File: src/rtl/seq_det_pkg.sv
// Shared types and constants for the serial 1011 detector.
// Build option: SEQ_DET_OVERLAP_EN selects overlapping detection (default: non-overlapping).
package seq_det_pkg;

  typedef enum logic [2:0] {
    S_IDLE = 3'd0,
    S_1    = 3'd1,
    S_10   = 3'd2,
    S_101  = 3'd3,
    S_1011 = 3'd4
  } state_t;

  localparam logic [3:0] SEQ_PATTERN = 4'b1011;
  localparam int         SEQ_LEN     = 4;

  // Each state is "how many pattern bits matched so far"; on a miss, fall back to the
  // longest suffix of the received bits that is still a prefix of 1011.
  function automatic state_t next_state(input state_t cur, input logic b);
    state_t nxt;
    case (cur)
      S_IDLE:  nxt = (b == SEQ_PATTERN[SEQ_LEN-1]) ? S_1    : S_IDLE;
      S_1:     nxt = (b == SEQ_PATTERN[SEQ_LEN-2]) ? S_10   : S_1;
      S_10:    nxt = (b == SEQ_PATTERN[SEQ_LEN-3]) ? S_101  : S_IDLE;
      S_101:   nxt = (b == SEQ_PATTERN[SEQ_LEN-4]) ? S_1011 : S_10;
`ifdef SEQ_DET_OVERLAP_EN
      S_1011:  nxt = b ? S_1 : S_10;
`else
      S_1011:  nxt = b ? S_1 : S_IDLE;
`endif
      default: nxt = S_IDLE;
    endcase
    return nxt;
  endfunction

endpackage

File: src/rtl/seq_match_counter.sv
// Saturating match counter; synchronous clear has priority over increment.
module seq_match_counter #(
  parameter int CNT_W = 8
) (
  input  logic             clk,
  input  logic             rst,
  input  logic             inc,
  input  logic             clr,
  output logic [CNT_W-1:0] count
);

  function automatic logic [CNT_W-1:0] sat_inc(input logic [CNT_W-1:0] v);
    return (&v) ? v : v + CNT_W'(1);
  endfunction

  always_ff @(posedge clk or negedge rst) begin
    if (!rst)
      count <= '0;
    else if (clr)
      count <= '0;
    else if (inc)
      count <= sat_inc(count);
  end

endmodule

File: src/rtl/serial_sequence_detector.sv
// Moore-style 1011 detector on a qualified serial stream, with registered match pulse.
// Build option: SEQ_DET_OVERLAP_EN enables overlapping detection.
module serial_sequence_detector
  import seq_det_pkg::*;
#(
  parameter int CNT_W = 8
) (
  input  logic             clk,
  input  logic             rst,
  input  logic             din,
  input  logic             din_valid,
  input  logic             clr,
  output logic             match,
  output logic [CNT_W-1:0] match_count,
  output logic [2:0]       state
);

  state_t cur;
  state_t nxt;
  logic   hit;

  // Entering S_1011 on a consumed bit is the match event for both the pulse and the counter.
  always_comb begin
    nxt = next_state(cur, din);
    hit = din_valid && (nxt == S_1011);
  end

  always_ff @(posedge clk or negedge rst) begin
    if (!rst) begin
      cur   <= S_IDLE;
      match <= 1'b0;
    end else begin
      match <= hit;
      if (din_valid)
        cur <= nxt;
    end
  end

  assign state = cur;

  seq_match_counter #(
    .CNT_W (CNT_W)
  ) u_cnt (
    .clk   (clk),
    .rst   (rst),
    .inc   (hit),
    .clr   (clr),
    .count (match_count)
  );

endmodule

File: config.mk
export PLATFORM = sky130hd
export DESIGN_NAME = serial_sequence_detector
export DESIGN_NICKNAME = d
export VERILOG_FILES = /design/src/rtl/seq_det_pkg.sv /design/src/rtl/seq_match_counter.sv /design/src/rtl/serial_sequence_detector.sv
export SDC_FILE = /design/constraint.sdc
export NUM_CORES = 1
export LEC_CHECK = 0
export ABC_AREA = 1
export BUFFER_PORTS_ARGS = -buffer_cell sky130_fd_sc_hd__buf_2
export CORE_MARGIN = 3
export CORE_UTILIZATION = 31
export CTS_CLUSTER_DIAMETER = 80
export DETAILED_ROUTE_END_ITERATION = 10
export GPL_TIMING_DRIVEN = 0
export HOLD_SLACK_MARGIN = 0.05
export SLEW_MARGIN = 20
export SYNTH_ARGS = -nofsm -noshare
export SYNTH_HDL_FRONTEND = slang
export SYNTH_HIERARCHICAL = 1
export SYNTH_SLANG_ARGS = --single-unit
File: constraint.sdc
create_clock -name clk -period 2.05 [get_ports clk]
set_clock_uncertainty 0.15 [all_clocks]
set_input_delay 0.1025 -clock clk [delete_from_list [all_inputs] [get_ports clk]]
set_output_delay 0.1025 -clock clk [all_outputs]
set_load 0.03 [all_outputs]
==> impl_results.html <==
<table>
<tr><th>Metric</th><th>Value</th></tr>
<tr><th colspan="2">Outcome</th></tr>
<tr><td>Result of the run</td><td>finished clean</td></tr>
<tr><th colspan="2">Die</th></tr>
<tr><td>Site Rows</td><td>16</td></tr>
<tr><td>Ports placed on the boundary</td><td>17</td></tr>
<tr><td>Starting utilization of the core area</td><td>between 30% and 40%</td></tr>
<tr><td>Die span in y</td><td>~54 µm</td></tr>
<tr><td>Die X</td><td>between 50 and 60 µm</td></tr>
<tr><td>Floorplan die area</td><td>2885 µm²</td></tr>
<tr><td>Core footprint</td><td>2062 µm²</td></tr>
<tr><th colspan="2">Yosys</th></tr>
<tr><td>Area contributors post-synth</td><td>dfrtp_1 43%, nand2_1 17%, inv_1 8.0%</td></tr>
<tr><td>Cell area after synthesis</td><td>between 700 and 800 µm²</td></tr>
<tr><td>Most used DFF post-synth</td><td>dfrtp_1</td></tr>
<tr><td>Synthesized net count</td><td>approximately 110</td></tr>
<tr><td>Sequential fraction of the synthesis area</td><td>around 43%</td></tr>
<tr><td>Synthesized netlist cell count</td><td>99</td></tr>
<tr><td>Mean post-synth cell area</td><td>a little over 7 µm²</td></tr>
<tr><td>Leading cell type by number of instances after synthesis</td><td>nand2_1</td></tr>
<tr><td>Largest area contributor in the netlist</td><td>dfrtp_1</td></tr>
<tr><td>Number of register bits inferred by synthesis</td><td>12</td></tr>
<tr><td>Number of distinct library cells after synthesis</td><td>17</td></tr>
<tr><td>Fraction of post-synthesis cell area in the top cell type by area</td><td>between 40 and 50%</td></tr>
<tr><td>Top post-synthesis cells by count</td><td>32 x nand2_1, 15 x inv_1, 12 x dfrtp_1, 11 x nand3_1, 10 x nor2_1</td></tr>
<tr><td>Number of enable flip-flop cells after synthesis</td><td>0</td></tr>
<tr><td>Yosys synthesis warning count</td><td>6</td></tr>
<tr><td>Share of synthesized registers carrying an async set or reset</td><td>100.0%</td></tr>
<tr><th colspan="2">Routing</th></tr>
<tr><td>Total via count in the routed design</td><td>693</td></tr>
<tr><td>Average routed wire per standard cell</td><td>~11 µm</td></tr>
<tr><td>Drt drc</td><td>0</td></tr>
<tr><td>Number of search-and-repair iterations in the first detailed-routing pass</td><td>4</td></tr>
<tr><td>Vias per std cell</td><td>roughly 4.6</td></tr>
<tr><td>Total wirelength of the detailed-routed design</td><td>1.591 mm</td></tr>
<tr><td>Number of nets with antenna violations after routing</td><td>0</td></tr>
<tr><td>Number of DRC markers in iteration 0</td><td>14</td></tr>
<tr><th colspan="2">Layout</th></tr>
<tr><td>Fraction of final layout cells sized beyond drive strength 1</td><td>a little under a quarter</td></tr>
<tr><td>Diodes inserted</td><td>0</td></tr>
<tr><td>Synthesis-to-finish area growth</td><td>26.95%</td></tr>
<tr><td>Fill cell total of the finished layout</td><td>~220</td></tr>
<tr><td>Number of standard cells in the layout, taps in and fillers out</td><td>150</td></tr>
<tr><td>Total number of nets in the final design</td><td>between 100 and 150</td></tr>
<tr><th colspan="2">Critical path</th></tr>
<tr><td>Endpoint class of the critical path</td><td>flop</td></tr>
<tr><td>Arrival time reported for the critical path endpoint</td><td>about 1800 ps</td></tr>
<tr><td>CP most frequent cell</td><td>inv_1</td></tr>
<tr><td>Slowest cell delay on critical path</td><td>between 500 and 600 ps</td></tr>
<tr><td>Slowest CP cell</td><td>dlygate4sd3_1</td></tr>
<tr><td>Critical path, cell by cell</td><td>dlygate4sd3_1, buf_2, nand2_1, inv_1, nand2_2, inv_1, inv_1, a21oi_1, nand3_1, nand2_1, inv_1</td></tr>
<tr><td>Critical path launch point type</td><td>input pin</td></tr>
<tr><td>Highest fanout seen on the critical path</td><td>5</td></tr>
<tr><td>Buf+Inv Stages, Crit Path</td><td>6</td></tr>
<tr><td>Worst path required time</td><td>2070 ps</td></tr>
<tr><td>Critical path's top delay family</td><td>buffers and inverters</td></tr>
<tr><td>Setup Crit Path Kind</td><td>input pin to flop</td></tr>
<tr><th colspan="2">STA</th></tr>
<tr><td>Final Hold Fails</td><td>0</td></tr>
<tr><td>Final sum of negative setup slack</td><td>0 ps</td></tr>
<tr><td>Worst-case setup margin in the final layout</td><td>approximately 280 ps</td></tr>
<tr><td>Final worst-path cycle share</td><td>86.21%</td></tr>
<tr><td>Max transition margin</td><td>69.72%</td></tr>
<tr><td>RSZ-0062 raised after global routing</td><td>no</td></tr>
<tr><td>Highest clock rate</td><td>between 0.5 and 0.6 GHz</td></tr>
<tr><td>Period minus WS final</td><td>~1800 ps</td></tr>
<tr><td>Count of endpoints failing setup in the final report</td><td>0</td></tr>
<tr><td>Final-report max-slew violation count</td><td>0</td></tr>
<tr><td>Measured slew at the worst slew-check pin</td><td>454.2 ps</td></tr>
<tr><th colspan="2">Global route</th></tr>
<tr><td>Maximum number of pins on one net before global-route repair</td><td>13</td></tr>
<tr><td>Vias in the first global route</td><td>a little under 700</td></tr>
<tr><td>Antenna violations before repair</td><td>0</td></tr>
<tr><td>GRT Total Usage</td><td>between 10% and 20%</td></tr>
<tr><td>First-pass GRT wire length</td><td>about 2.8 mm</td></tr>
<tr><td>Final global-route overflow total</td><td>0</td></tr>
<tr><th colspan="2">Hold path</th></tr>
<tr><td>Worst hold path type</td><td>input pin to async pin</td></tr>
<tr><th colspan="2">Clocking</th></tr>
<tr><td># Post-CTS Setup Buffers</td><td>0</td></tr>
<tr><td>CTS tree</td><td>done</td></tr>
<tr><td>Clock transition time at the flip-flop clock pins of the worst setup and hold paths</td><td>about 80 ps</td></tr>
<tr><td>Number of buffers created by CTS</td><td>3</td></tr>
<tr><td>Worst-Skew Late Latency</td><td>~270 ps</td></tr>
<tr><td>Root Buffer Master</td><td>clkbuf_4</td></tr>
<tr><td>Total number of clock tree sinks</td><td>12</td></tr>
<tr><td>CTS H-Tree Depth</td><td>1</td></tr>
<tr><td>Clock Path Buffers</td><td>2</td></tr>
<tr><th colspan="2">Power and ir drop</th></tr>
<tr><td>Leakage power of the design</td><td>between 0.5 and 0.6 nW</td></tr>
<tr><td>Pwr/cell area</td><td>628.9 nW/µm²</td></tr>
<tr><td>Power consumption</td><td>roughly 0.00056 W</td></tr>
<tr><td>Maximum resistive drop on vdd</td><td>around 0.32 mV</td></tr>
<tr><th colspan="2">Placed design</th></tr>
<tr><td>Estimated wirelength of the detail-placed design</td><td>1.198 mm</td></tr>
<tr><td>Number of port buffers</td><td>16</td></tr>
<tr><td>Cell total after placement</td><td>~140</td></tr>
<tr><td>Final weighted congestion of routability-driven global placement</td><td>around 0.86</td></tr>
<tr><td>Worst setup slack before clock tree synthesis</td><td>about 350 ps</td></tr>
<tr><th colspan="2">Flow run</th></tr>
<tr><td>Reported max-cap violation count</td><td>0</td></tr>
</table>
cell families (layout without fill, tap and decap cells):
logic type,after synthesis,count (layout),share of synthesized area [%]
and+or+nand+nor,59,59,36.70
buffers and inverters,16,40,8.510
DFF,12,12,42.55
AOI/OAI and AO/OA,10,10,9.220
adders and majority gates,1,1,1.773
xor gates and xnor gates,1,1,1.241
through the flow:
stage | hold WS (ps) | util (%) | instance area [µm²]
after floorplan | -343.1 | - | 705.7
after global placement | -146.1 | 39.75 | 819.5
after detailed placement | -144.9 | 39.75 | 819.5
after CTS | 81.70 | 43.45 | 895.9
after global routing | 101.0 | 43.45 | 895.9
final | 79.30 | 43.45 | 895.9
flip-flops by register name, indices dropped and copies added (netlist names):
signal and cells:
match 1, state 3, u_cnt/count 8
routing by layer:
metal	share of wire [%]	up-vias	global-route usage [%]	wire length, µm
met3	6.1	2	6.094	97
met1	46	316	15.23	730
met5	0	-	0	0
li1	-	354	-	-
met4	0.38	0	3.404	6
met2	47	21	23.19	755
layout by cell type, fill, tap and decap left out:
cell	n
o21ai_0	2
nand3_1	11
a21o_1	1
dlygate4sd3_1	4
ha_1	1
nand3_2	1
o21bai_1	2
nand2_4	1
clkbuf_4	3
dfrtp_1	12
inv_1	15
inv_2	1
o21ai_2	2
nor2_1	10
nand2_1	32
nand2_2	2
xor2_1	1
a21oi_1	3
nor2_2	2
buf_2	16
clkbuf_8	1
path summary, 6_finish.rpt:
path | start | to | slack, ps | depth (start not counted)
min in group clk | state[1] | state[1] | 400 | 2
worst max register to register | u_cnt/count[0] | u_cnt/count[7] | 310 | 7
max in group asynchronous | rst | u_cnt/count[2] | 1450 | 2
worst max-delay path | din_valid | u_cnt/count[7] | 280 | 11
worst min register to register | state[1] | state[1] | 400 | 2
worst min-delay path | rst | u_cnt/count[3] | 80 | 2
timing repair:
action / in CTS / in global routing
gates resized for setup: 0 / 0
hold endpoints to repair: 18 / 0
hold buffers: 4 / 0
power by group:
group / leakage (nW) / switching (W) / internal (W)
Combinational: 0.318 / 0.0000744 / 0.0000350
Sequential: 0.164 / 0.0000147 / 0.000250
Clock: 0.0210 / 0.0000817 / 0.000108
Total: 0.503 / 0.000171 / 0.000393
final cells by class:
type	instances	area [µm²]	area share (%)
sequential	12	300.3	33.52
clock buffer	4	36.28	4.050
inverter	16	60.06	6.704
tap	27	33.78	3.771
multi-input combinational	71	345.3	38.55
timing repair buffer	20	120.1	13.41
Note: power is estimated with default switching activity, not from simulation.
